### config.mk
export PLATFORM = sky130hd
export DESIGN_NAME = k054539_dac_rx
export DESIGN_NICKNAME = d
export VERILOG_FILES = /design/src/rtl/k054539_pkg.sv /design/src/rtl/k054539_dacrx_fifo.sv /design/src/rtl/k054539_dac_rx.sv
export SDC_FILE = /design/constraint.sdc
export NUM_CORES = 1
export LEC_CHECK = 0
export BUFFER_PORTS_ARGS = -buffer_cell sky130_fd_sc_hd__buf_4
export CAP_MARGIN = 10
export CORE_UTILIZATION = 25
export CTS_BUF_LIST = sky130_fd_sc_hd__clkbuf_8 sky130_fd_sc_hd__clkbuf_16
export DETAILED_ROUTE_END_ITERATION = 7
export PLACE_DENSITY_LB_ADDON = 0.08
export SYNTH_ARGS = -nofsm -noshare
export SYNTH_HDL_FRONTEND = slang
export SYNTH_SLANG_ARGS = --single-unit
### constraint.sdc
create_clock -name CLK -period 2.95 [get_ports CLK]
set_input_delay 0.1475 -clock CLK [delete_from_list [all_inputs] [get_ports CLK]]
set_output_delay 0.1475 -clock CLK [all_outputs]
set_load 0.005 [all_outputs]
### src/rtl/k054539_pkg.sv
// Shared types and constants for the k054539 DAC serial receiver.
package k054539_pkg;

  typedef enum logic [1:0] {
    SYNC  = 2'd0,
    LEFT  = 2'd1,
    RIGHT = 2'd2
  } dacrx_state_t;

  localparam int DACRX_SYNC_STAGES = 2;
  localparam int DACRX_DEF_WIDTH   = 16;

endpackage

### src/rtl/k054539_dacrx_fifo.sv
// Synchronous pair FIFO; full/empty come from a wrap bit carried above the pointer index.
module k054539_dacrx_fifo #(
  parameter int DW    = 32,
  parameter int DEPTH = 4
) (
  input  logic          clk,
  input  logic          rst_n,
  input  logic          push_i,
  input  logic [DW-1:0] data_i,
  input  logic          pop_i,
  output logic [DW-1:0] data_o,
  output logic          full_o,
  output logic          empty_o
);
  localparam int AW = $clog2(DEPTH);

  logic [DW-1:0] mem_q [DEPTH];
  logic [AW:0]   wr_q, rd_q;
  logic          do_push, do_pop;

  assign empty_o = (wr_q == rd_q);
  assign full_o  = (wr_q[AW] != rd_q[AW]) && (wr_q[AW-1:0] == rd_q[AW-1:0]);
  assign do_pop  = pop_i && !empty_o;
  // A pop frees the head slot in the same cycle, so a full FIFO still takes a push.
  assign do_push = push_i && (!full_o || do_pop);
  assign data_o  = mem_q[rd_q[AW-1:0]];

  // NOTE: storage is not reset; only the pointers define which entries are live.
  always_ff @(posedge clk) begin
    if (do_push) mem_q[wr_q[AW-1:0]] <= data_i;
  end

  always_ff @(posedge clk or negedge rst_n) begin
    if (!rst_n) begin
      wr_q <= '0;
      rd_q <= '0;
    end else begin
      if (do_push) wr_q <= wr_q + 1'b1;
      if (do_pop)  rd_q <= rd_q + 1'b1;
    end
  end

endmodule

### src/rtl/k054539_dac_rx.sv
// Oversampling receiver for the 054539 DTCK/WDCK/SDAT stream into stereo pairs.
// Optional output FIFO enabled by defining K054539_DACRX_FIFO_EN.
module k054539_dac_rx
  import k054539_pkg::*;
#(
  parameter int WIDTH      = DACRX_DEF_WIDTH,
  parameter int FIFO_DEPTH = 4
) (
  input  logic             CLK,
  input  logic             NRES,
  input  logic             DTCK,
  input  logic             WDCK,
  input  logic             SDAT,
  input  logic             CLR,
  output logic [WIDTH-1:0] OUT_L,
  output logic [WIDTH-1:0] OUT_R,
  output logic             OUT_VALID,
  input  logic             OUT_READY,
  output logic             SHORT_ERR,
  output logic             OVF
);
  localparam int            CW       = $clog2(WIDTH + 1);
  localparam logic [CW-1:0] FULL_CNT = CW'(WIDTH);

  logic [DACRX_SYNC_STAGES-1:0] dtck_sync_q, wdck_sync_q, sdat_sync_q;
  logic                         dtck_prev_q, wdck_prev_q;
  logic                         dtck_rise, wdck_rise, wdck_fall;

  dacrx_state_t     state_q, state_d;
  logic [WIDTH-1:0] sh_q, sh_d, left_q, left_d, right_q, right_d, word;
  logic [CW-1:0]    cnt_q, cnt_d;
  logic             emit_q, emit_d, short_q, short_set, short_word;

  assign dtck_rise = dtck_sync_q[DACRX_SYNC_STAGES-1] && !dtck_prev_q;
  assign wdck_rise = wdck_sync_q[DACRX_SYNC_STAGES-1] && !wdck_prev_q;
  assign wdck_fall = !wdck_sync_q[DACRX_SYNC_STAGES-1] && wdck_prev_q;

  always_ff @(posedge CLK or negedge NRES) begin
    if (!NRES) begin
      dtck_sync_q <= '0;
      wdck_sync_q <= '0;
      sdat_sync_q <= '0;
      dtck_prev_q <= 1'b0;
      wdck_prev_q <= 1'b0;
    end else begin
      dtck_sync_q <= {dtck_sync_q[DACRX_SYNC_STAGES-2:0], DTCK};
      wdck_sync_q <= {wdck_sync_q[DACRX_SYNC_STAGES-2:0], WDCK};
      sdat_sync_q <= {sdat_sync_q[DACRX_SYNC_STAGES-2:0], SDAT};
      dtck_prev_q <= dtck_sync_q[DACRX_SYNC_STAGES-1];
      wdck_prev_q <= wdck_sync_q[DACRX_SYNC_STAGES-1];
    end
  end

  // NOTE: every variable gets a default before the case so no path leaves a latch.
  always_comb begin
    state_d    = state_q;
    sh_d       = sh_q;
    cnt_d      = cnt_q;
    left_d     = left_q;
    right_d    = right_q;
    emit_d     = 1'b0;
    short_set  = 1'b0;
    // Short words come out left-justified, zero-padded in the LSBs.
    word       = sh_q << (FULL_CNT - cnt_q);
    short_word = (cnt_q != FULL_CNT);

    unique case (state_q)
      SYNC:  if (wdck_rise) state_d = LEFT;
      LEFT:  if (wdck_fall) begin
               left_d    = word;
               short_set = short_word;
               state_d   = RIGHT;
             end
      RIGHT: if (wdck_rise) begin
               right_d   = word;
               short_set = short_word;
               emit_d    = 1'b1;
               state_d   = LEFT;
             end
      default: state_d = SYNC;
    endcase

    // Word end is applied before the bit so a coincident bit opens the new word.
    if (wdck_rise || wdck_fall) begin
      sh_d  = '0;
      cnt_d = '0;
    end
    if (dtck_rise && (cnt_d != FULL_CNT)) begin
      sh_d  = {sh_d[WIDTH-2:0], sdat_sync_q[DACRX_SYNC_STAGES-1]};
      cnt_d = cnt_d + CW'(1);
    end
  end

  always_ff @(posedge CLK or negedge NRES) begin
    if (!NRES) begin
      state_q <= SYNC;
      sh_q    <= '0;
      cnt_q   <= '0;
      left_q  <= '0;
      right_q <= '0;
      emit_q  <= 1'b0;
      short_q <= 1'b0;
    end else begin
      state_q <= state_d;
      sh_q    <= sh_d;
      cnt_q   <= cnt_d;
      left_q  <= left_d;
      right_q <= right_d;
      emit_q  <= emit_d;
      short_q <= short_set || (short_q && !CLR);
    end
  end

  assign SHORT_ERR = short_q;

`ifdef K054539_DACRX_FIFO_EN
  logic [2*WIDTH-1:0] head;
  logic               fifo_full, fifo_empty, pop, ovf_q;

  assign pop = !fifo_empty && OUT_READY;

  k054539_dacrx_fifo #(
    .DW    (2 * WIDTH),
    .DEPTH (FIFO_DEPTH)
  ) u_fifo (
    .clk     (CLK),
    .rst_n   (NRES),
    .push_i  (emit_q),
    .data_i  ({left_q, right_q}),
    .pop_i   (pop),
    .data_o  (head),
    .full_o  (fifo_full),
    .empty_o (fifo_empty)
  );

  always_ff @(posedge CLK or negedge NRES) begin
    if (!NRES) ovf_q <= 1'b0;
    else       ovf_q <= (emit_q && fifo_full && !pop) || (ovf_q && !CLR);
  end

  assign {OUT_L, OUT_R} = fifo_empty ? '0 : head;
  assign OUT_VALID      = !fifo_empty;
  assign OVF            = ovf_q;
`else
  logic [WIDTH-1:0] out_l_q, out_r_q;
  logic             valid_q;
  logic             unused_ready;
  localparam int    fifo_depth_unused = FIFO_DEPTH;

  assign unused_ready = OUT_READY;

  always_ff @(posedge CLK or negedge NRES) begin
    if (!NRES) begin
      out_l_q <= '0;
      out_r_q <= '0;
      valid_q <= 1'b0;
    end else begin
      valid_q <= emit_q;
      if (emit_q) begin
        out_l_q <= left_q;
        out_r_q <= right_q;
      end
    end
  end

  assign OUT_L     = out_l_q;
  assign OUT_R     = out_r_q;
  assign OUT_VALID = valid_q;
  assign OVF       = 1'b0;
`endif

endmodule

Word level (Yosys, flattened, before mapping)
Index checks and enable logic that the tools add are counted.
- input bits: 7
- register bits: 98
- word-level logic and storage cells: 54
- output and inout port bits: 35
- add/sub/neg operators: 2
- equal/unequal tests: 6
- shift-type cells: 1
- reductions and logical operators: 17
- mux-type cells: 12
- operators by type and width (cell ; count):
    2-to-1 mux 16 bit ; 2
    << shifter 16 x 5 -> 16 bit ; 1
    2-to-1 mux 5 bit ; 2
    inequality test 5 bit, second input constant ; 2
    AND reduction 2 bit ; 3
    adder 5 x 1 -> 5 bit, second input constant ; 1
    logical AND 1 bit ; 5
    subtractor 5 bit, first input constant ; 1
    logical NOT 1 bit ; 4
    2-to-1 mux 1 bit ; 4
    2-to-1 mux 2 bit ; 2
    one-hot mux 2 bit (2 select lines) ; 1
    equality test 2 x 1 -> 1 bit, second input constant ; 1
    equality test 2 bit, second input constant ; 1
    logical NOT 2 bit ; 1
    logical OR 1 bit ; 2
    inequality test 2 x 1 -> 1 bit, second input constant ; 1
    inequality test 2 bit, second input constant ; 1
    one-hot mux 1 bit (2 select lines) ; 1
    nonzero test 2 bit ; 1
    OR reduction 2 bit ; 1

Logic depth before layout (Yosys ltp)
Gate-level depths: netlist of run 1.
- depth in word-level cells: 7
- depth in mapped cells: 13

Least setup slack after synthesis of run 1
OpenSTA, ideal clock, no wires.
- kind: reg-to-reg
- start: register cnt_q[0]
- end: register left_q[11]
- buffers on the path: 3
- stages on the path, launching flop included: 13
- arrival: 2.564 ns
- setup slack: 0.309 ns
- library setup time: 0.077 ns
- data required time: 2.873 ns
- clock period less this slack: 2.641 ns
- cell sequence: dfrtp_1 -> buf_6 -> inv_1 -> clkbuf_1 -> ha_1 -> clkbuf_2 -> inv_1 -> nor3_1 -> ha_1 -> or3_4 -> o32ai_1 -> a22oi_1 -> a21oi_1
- word-level cells in the longest chain between the ends: 2
- RTL lines (item ; RTL line ; text):
    from (decl) ; k054539_dac_rx.sv:31 ; logic [CW-1:0] cnt_q, cnt_d;
    from (signal assigned) ; k054539_dac_rx.sv:106 ; cnt_q <= cnt_d;
    subtractor 5 bit ; k054539_dac_rx.sv:64 ; word = sh_q << (FULL_CNT - cnt_q);
    << shifter 16 x 5 -> 16 bit ; k054539_dac_rx.sv:64 ;
    to (signal assigned) ; k054539_dac_rx.sv:107 ; left_q <= left_d;
    to (decl) ; k054539_dac_rx.sv:30 ; logic [WIDTH-1:0] sh_q, sh_d, left_q, left_d, right_q, right_d, word;
No other way between the ends.
A chain may end at the register's enable or synchronous reset.

Worst setup path after layout of run 1
- start: register cnt_q[1]
- end: register left_q[10]
Same word-level chain as after synthesis.

==> results.toml, run 1 <==
[timing]
setup_tns_ns = 0
slew_headroom = 0.5784
tightest_slew_ns = 0.6319
min_period_ns = 2.577
drv_slew = 0
fin_crit_sh = 0.8737
rsz0062_at_grt = "no"
fmax_mhz = 388.0
setup_ws_ns = 0.3726
hold_viol_final = 0
setup_viol = 0
fin_skew_ns = 0.009338

[routing]
drt_iter0_drc = 148
vias_per_cell = 4.417
met2WireLength_um = 4570
drc = 15
maxUsedRoutingLayer = "met4"
totalWireLength_um = 10190
drt-pass1-iter-count = 7
ant_nets = 0
dr_wl_met3_um = 343
wl_met1_um = 5037
vias = 2986
routedWlPerCell_um = 15.07

[place]
dp_hpwl_um = 7421
pre_cts_ws_ns = 0.4041
gp_congestion = 0.7953
portBuffers = 39

[run]
cap_viol_max_count = 0

[cts]
path_clk_slew_ns = 0.07
cts_sinks = 98
clk_path_buf_depth = 2
h-tree-depth = 3
cts_tree = "built"
cts_setup_buffers = 0
clk_latency_ns = 0.35
numCtsBuffers = 9
root_buffer = "clkbuf_16"

[final_layout]
diodes = 0
final_nets = 460
final_cell_mix = "dfrtp_1, buf_4, nand2_1"
syn2layout_area_growth_pct = 19.82
layout_commonest_cell = "dfrtp_1"
drive_gt1_frac = 0.2752

[logic_synthesis]
synth_edf_count = 0
synth_top_flop_cell = "dfrtp_1"
ys_types = 51
synth-async-reset-ratio = 1.000
synth-seq-cells = 98
syn_area_per_cell_um2 = 11.58
synth_fp_nets = 418
ys_seq_area_frac = 0.5293
syn-cell-area_um2 = 4633
ys_warn_count = 0
synth_cells = 400

[die]
io_pins = 42
rows = 49
die_h_um = 138.1
die_area_um2 = 19080
core_um2 = 18090
initial_utilization = 0.2562
die_w_um = 138.1

[worst_setup_path]
reg2reg_depth = 8
required_ns = 3.22
worstPathMaxFanout = 8
slowest_delay_ns = 0.57
crit_type = "flop to flop"
crit_path_cell_trace = "inv_1 > ha_1 > inv_1 > nor3_1 > ha_1 > o41ai_2 > a32oi_1 > a21oi_1"
r2r_setup_slack_ns = 0.37
worstPathArrival_ns = 2.85
cp_slowest_cell = "o41ai_2"
r2r_start = "cnt_q[1]"
regToRegEndpoint = "left_q[10]"
end_kind = "flop"
setup.worst_path.start_class = "flop"

[run_status]
violations = "DRC"
status = "finished, violations left"

[power_and_ir_drop]
cellPowerDensity_nw_per_um2 = 703.7
max-vdd-ir-drop_uv = 268.4
leakage_nw = 2.527

[grt]
grt_use_total = 0.1156
grt_pass1_wl_um = 17060
antenna_found_initial = 0
grt-ovfl-total = 0
grt_max_degree = 54
first_global_vias = 3021

[min_path]
worstHoldPathType = "input port to async pin"
[worst max-delay path, delay by kind of cell (launching register included)]
kind                       cells  cell delay (ns)
AOI/OAI and AO/OA              3             1.02
adders and majority gates      2             0.67
DFF                            1             0.47
buffers and inverters          2             0.20
and+or+nand+nor                1             0.15
[cell type report]
type                            count  area [µm²]
Clock buffer                        9       225.2
Clock inverter                      7       82.58
Fill cell                        1854       12530
Inverter                           14       52.55
Multi-Input combinational cell    263        1994
Sequential cell                    98        2452
Tap cell                          229       286.5
Timing Repair Buffer               56       457.9
[routing by layer]
metal  vias to the layer above  GRT usage
li1                       1464          -
met1                      1460     0.1593
met2                        47     0.1705
met3                        15    0.02598
met4                         0    0.05736
met5                         -          0
[synth_stat cells (all sizes together) (6+ instances only)]
cell type | count | area [µm²]
o21ai | 25 | 125.1
dfrtp | 98 | 2452
mux2i | 28 | 280.3
nor2 | 19 | 71.32
inv | 14 | 52.55
nor3 | 6 | 35.03
ha | 11 | 137.6
nand2 | 47 | 176.4
nor2b | 18 | 112.6
buf | 14 | 91.33
mux2 | 42 | 473.0
clkbuf | 11 | 42.54
a21oi | 11 | 55.05
[flip-flops by register name, summed over array words and instances (netlist names), 5 cells and up]
name and count:
left_q 16, OUT_L 16, cnt_q 5, sh_q 16, OUT_R 16, right_q 16
[cells by family after synthesis]
family	count (synthesis)	share of synthesized area
other	1	0.0008094
multiplexers	75	0.1877
buffers and inverters	39	0.04024
flip-flops	98	0.5293
AO/OA/AOI/OAI	57	0.07832
adder cells (fa/ha/maj)	11	0.02971
AND/OR/NAND/NOR	112	0.1191
XOR/XNOR	7	0.01485
[metrics by stage]
stage / total power, mW / utilization / cell area [µm²] / std cells / hold WS (ns)
after global routing: 4.176 / 0.3070 / 5552 / 676 / 0.3637
after CTS: 3.983 / 0.3070 / 5552 / 676 / 0.3535
after floorplan: 2.324 / - / 4633 / 400 / -0.1481
final: 3.907 / 0.3070 / 5552 / 676 / 0.3484
after detailed placement: 2.729 / 0.2872 / 5194 / 655 / 0.2073
after global placement: 2.711 / 0.2872 / 5194 / 655 / 0.2059
[how the worst max path moves through the flow]
stage	endpoint	slack (ns)	depth (start not counted)	start
after floorplan	left_q[11]	0.31	12	cnt_q[0]
after global placement	right_q[8]	0.41	8	cnt_q[1]
after detailed placement	right_q[8]	0.40	8	cnt_q[1]
after CTS	left_q[10]	0.37	8	cnt_q[1]
after global routing	left_q[11]	0.15	9	cnt_q[1]
final	left_q[10]	0.37	8	cnt_q[1]
[timing repair]
| item | in CTS | in global routing |
|---|---|---|
| hold buffers | 5 | 0 |
| endpoints found under the hold margin | 49 | 0 |
| resized for setup | 0 | 0 |
[where the power goes]
group	total, mW	internal [mW]	switching, mW
registers	1.75	1.59	0.157
logic	0.932	0.486	0.446
clock network	1.23	0.673	0.553
Power figures use the tool's default switching activity.
==> run 2: changes to the inputs <==
- CORE_ASPECT_RATIO: unset -> 0.6
==> results.toml, run 2 (same netlist as run 1, synthesis figures left out) <==
[cts]
cts_setup_buffers = 0
root_buffer = "clkbuf_16"
h-tree-depth = 3
path_clk_slew_ns = 0.07
cts_sinks = 98
numCtsBuffers = 9
clk_path_buf_depth = 2
cts_tree = "built"
ctsHoldBuffers = 5
ctsResizeCount = 0
clk_latency_ns = 0.35

[power_and_ir_drop]
cellPowerDensity_nw_per_um2 = 706.3
max-vdd-ir-drop_uv = 271.3
leakage_nw = 2.515

[routing]
vias = 3005
drt_iter0_drc = 206
totalWireLength_um = 11270
drc = 0
drt-pass1-iter-count = 4
ant_nets = 0
vias_per_cell = 4.393
routedWlPerCell_um = 16.48

[timing]
drv_slew = 0
setup_viol = 0
min_period_ns = 2.653
slew_headroom = 0.5439
rsz0062_at_grt = "no"
fmax_mhz = 376.9
fin_hold_ws_ns = 0.3334
setup_tns_ns = 0
hold_viol_final = 0
fin_crit_sh = 0.8995
fin_skew_ns = 0.01103
tightest_slew_ns = 0.6824

[run_status]
status = "finished clean"

[grt]
antenna_found_initial = 0
grt_max_degree = 58
grt_pass1_wl_um = 18170
grt_use_total = 0.1297
grt-ovfl-total = 0
first_global_vias = 3000

[die]
initial_utilization = 0.2558
rows = 38
die_w_um = 177.8
die_h_um = 107.5
core_um2 = 18110
io_pins = 42
die_area_um2 = 19100

[place]
gp_congestion = 0.8155
placed_area_um2 = 5205
portBuffers = 39
dp_hpwl_um = 8197

[worst_setup_path]
reg2reg_depth = 8
crit_path_cell_trace = "inv_1 > ha_1 > inv_1 > nor3_1 > ha_1 > o41ai_2 > o211ai_1 > a31oi_1"
cp_slowest_cell = "o41ai_2"
regToRegEndpoint = "right_q[8]"
cp_top_family = "compound AO/OA/AOI/OAI gates"
worstPathMaxFanout = 8
end_kind = "flop"
crit_type = "flop to flop"
cp_num_buf_inv = 2
worstPathArrival_ns = 2.93
setup.worst_path.start_class = "flop"
slowest_delay_ns = 0.65
r2r_setup_slack_ns = 0.30
required_ns = 3.23
r2r_start = "cnt_q[1]"

[run]
cap_viol_max_count = 0

[final_layout]
finish.utilization = 0.3066
diodes = 0
layout_commonest_cell = "dfrtp_1"
final_nets = 458
syn2layout_area_growth_pct = 19.88
final_cell_mix = "dfrtp_1, nand2_1, buf_4"
drive_gt1_frac = 0.2703
finalInstanceArea_um2 = 5554

[min_path]
worstHoldPathType = "input port to async pin"
==> run 2: area by class of cell <==
class / instances / area [µm²]
fillers: 1828 / 12560
clock buffers: 10 / 239.0
clock inverters: 5 / 60.06
repair buffers: 54 / 455.4
well taps: 240 / 300.3
inverters: 14 / 52.55
flip-flops and latches: 98 / 2452
multi-input cells: 263 / 1994
==> run 2: worst max path at each step <==
stage                  start          to  slack, ns  cells after the start
detailed placement  cnt_q[1]  left_q[15]       0.29                      8
finish              cnt_q[1]  right_q[8]       0.30                      8
floorplan           cnt_q[0]  left_q[11]       0.31                     12
global placement    cnt_q[1]  left_q[15]       0.27                      8
global route        cnt_q[1]  left_q[15]       0.07                      8
CTS                 cnt_q[1]  left_q[15]       0.28                      8
==> run 2: worst reg2reg max path: cells and delay by family (launching register included) <==
| kind | cells | cell delay [ns] |
|---|---|---|
| fa+ha+maj | 2 | 0.67 |
| buf+inv | 2 | 0.20 |
| flops | 1 | 0.45 |
| simple gates | 1 | 0.15 |
| compound gates | 3 | 1.13 |
==> run 2: stage by stage <==
stage | total power, mW | cells | worst slack, ns
floorplan | 2.324 | 400 | 0.3090
global placement | 2.736 | 664 | 0.2736
detailed placement | 2.741 | 664 | 0.2937
CTS | 3.992 | 684 | 0.2804
global route | 4.184 | 684 | 0.06962
finish | 3.923 | 684 | 0.2966
==> run 2: report_power, final <==
part,switching [mW],internal [mW]
combinational,0.470,0.485
clock,0.528,0.681
sequential,0.167,1.59
total,1.17,2.76
==> run 2: per-layer routing <==
| layer | track usage | part of all wire |
|---|---|---|
| met1 | 0.2128 | 0.59 |
| met2 | 0.1560 | 0.36 |
| met3 | 0.03672 | 0.041 |
| met4 | 0.03236 | 0.0094 |
| met5 | 0 | 0 |
==> run 3: changes to the inputs <==
- CELL_PAD_IN_SITES_DETAIL_PLACEMENT: unset -> 0
- CELL_PAD_IN_SITES_GLOBAL_PLACEMENT: unset -> 2
- clock period: 2.95 -> 2.5 ns (I/O delays scaled with it)
==> results.toml, run 3 (same netlist as run 1, synthesis figures left out) <==
[power_and_ir_drop]
power_frac_comb = 0.253
switchingPower_mw = 1.421
p_clk_frac = 0.298
pwr-share-seq = 0.449
power_mw = 4.590
max-vdd-ir-drop_uv = 330.6
p_sw_frac = 0.3096
cellPowerDensity_nw_per_um2 = 815.0
leakage_nw = 2.568
power.internal_mw = 3.169

[timing]
min_period_ns = 2.261
tightest_slew_ns = 0.6955
setup_viol = 0
drv_slew = 0
fin_hold_ws_ns = 0.3504
rsz0062_at_grt = "no"
setup_tns_ns = 0
fin_crit_sh = 0.9044
fin_skew_ns = 0.009089
hold_viol_final = 0
slew_headroom = 0.5363
fmax_mhz = 442.3

[cts]
clk_latency_ns = 0.35
cts_setup_buffers = 0
h-tree-depth = 3
clk_path_buf_depth = 2
cts_sinks = 98
root_buffer = "clkbuf_16"
numCtsBuffers = 9
path_clk_slew_ns = 0.08
cts_tree = "built"

[die]
die_h_um = 107.5
core_um2 = 18110
die_w_um = 177.8
rows = 38
die_area_um2 = 19100
initial_utilization = 0.2558
io_pins = 42

[grt]
first_global_vias = 3120
grt_pass1_wl_um = 18620
grt-ovfl-total = 0
grt_use_total = 0.1299
antenna_found_initial = 0
grt_max_degree = 50

[final_layout]
final_nets = 468
diodes = 0
final_cell_mix = "dfrtp_1, buf_4, nand2_1"
drive_gt1_frac = 0.2901
layout_commonest_cell = "dfrtp_1"
finish.utilization = 0.3109
syn2layout_area_growth_pct = 21.55

[routing]
vias_per_cell = 4.410
ant_nets = 0
drt_iter0_drc = 130
drc = 0
vias = 3065
routedWlPerCell_um = 16.40
drt-pass1-iter-count = 4
totalWireLength_um = 11400

[place]
portBuffers = 39
dp_hpwl_um = 8317
gp_congestion = 0.8229

[worst_setup_path]
worstSetupStartpoint = "cnt_q[0]"
r2r_setup_slack_ns = 0.24
crit_type = "flop to flop"
setup.worst_path.end = "left_q[15]"
reg2reg_depth = 8
worstPathArrival_ns = 2.47
end_kind = "flop"
worstPathMaxFanout = 16
regToRegEndpoint = "left_q[15]"
setup.worst_path.start_class = "flop"
r2r_start = "cnt_q[0]"
required_ns = 2.71

[run]
cap_viol_max_count = 0

[run_status]
status = "finished clean"

[min_path]
worstHoldPathType = "input port to async pin"
run 3: changes by cell type in the layout (fill, tap and decap cells not counted), sizes merged:
cell      delta
buf         +10
bufinv       -1
clkinv       +2
inv          +2
clkbuf       -1
clkinvlp     -1
run 3: cell type report:
type | instances | area, µm²
fill | 1861 | 12480
sequential | 98 | 2452
multi-input combinational | 263 | 2009
timing repair buffer | 64 | 530.5
tap | 240 | 300.3
clock buffer | 9 | 225.2
clock inverter | 7 | 61.31
inverter | 14 | 52.55
run 3: worst min path at each step:
stage	startpoint	slack [ns]	to
4_1_cts	sdat_sync_q[0]	0.35	sdat_sync_q[1]
5_1_grt	sdat_sync_q[0]	0.36	sdat_sync_q[1]
3_3_place_gp	NRES	0.21	right_q[1]
3_5_place_dp	NRES	0.21	right_q[1]
6_report	NRES	0.35	OUT_L[15]
2_1_floorplan	NRES	-0.17	OUT_L[0]
run 3: critical path, stage by stage, from the launching register on:
cell	delay, ns
dfrtp_1	0.35
inv_1	0.06
ha_1	0.39
buf_12	0.19
mux2i_1	0.35
and2_1	0.21
o21ai_0	0.12
a31oi_2	0.32
o21ai_0	0.12
run 3: per-layer routing:
layer	vias up	global-route usage	routed length, µm
li1	1489	-	-
met1	1513	0.2109	6581
met2	50	0.1638	4246
met3	13	0.02895	434
met4	0	0.03602	133
met5	-	0	0
run 3: repair_timing:
| action | CTS | global route |
|---|---|---|
| hold buffers | 5 | 0 |
| resized for setup | 0 | 3 |
| setup endpoints to repair | 0 | 3 |
| endpoints found under the hold margin | 51 | 0 |
run 3: power by group through the flow:
stage | registers [mW] | clock network, mW | logic [mW]
after floorplan | 2.05 | 0 | 0.700
final | 2.06 | 1.37 | 1.16
after global routing | 2.12 | 1.48 | 1.30
after global placement | 2.10 | 0 | 1.15
after detailed placement | 2.10 | 0 | 1.16
after CTS | 2.07 | 1.42 | 1.18
run 3: stage by stage:
step | instance area [µm²] | worst slack [ns] | cells
after floorplan | 4639 | 0.02446 | 400
after global placement | 5280 | 0.1936 | 674
after detailed placement | 5280 | 0.1696 | 674
after CTS | 5617 | 0.1423 | 695
after global routing | 5632 | 0.07063 | 695
final | 5632 | 0.2391 | 695
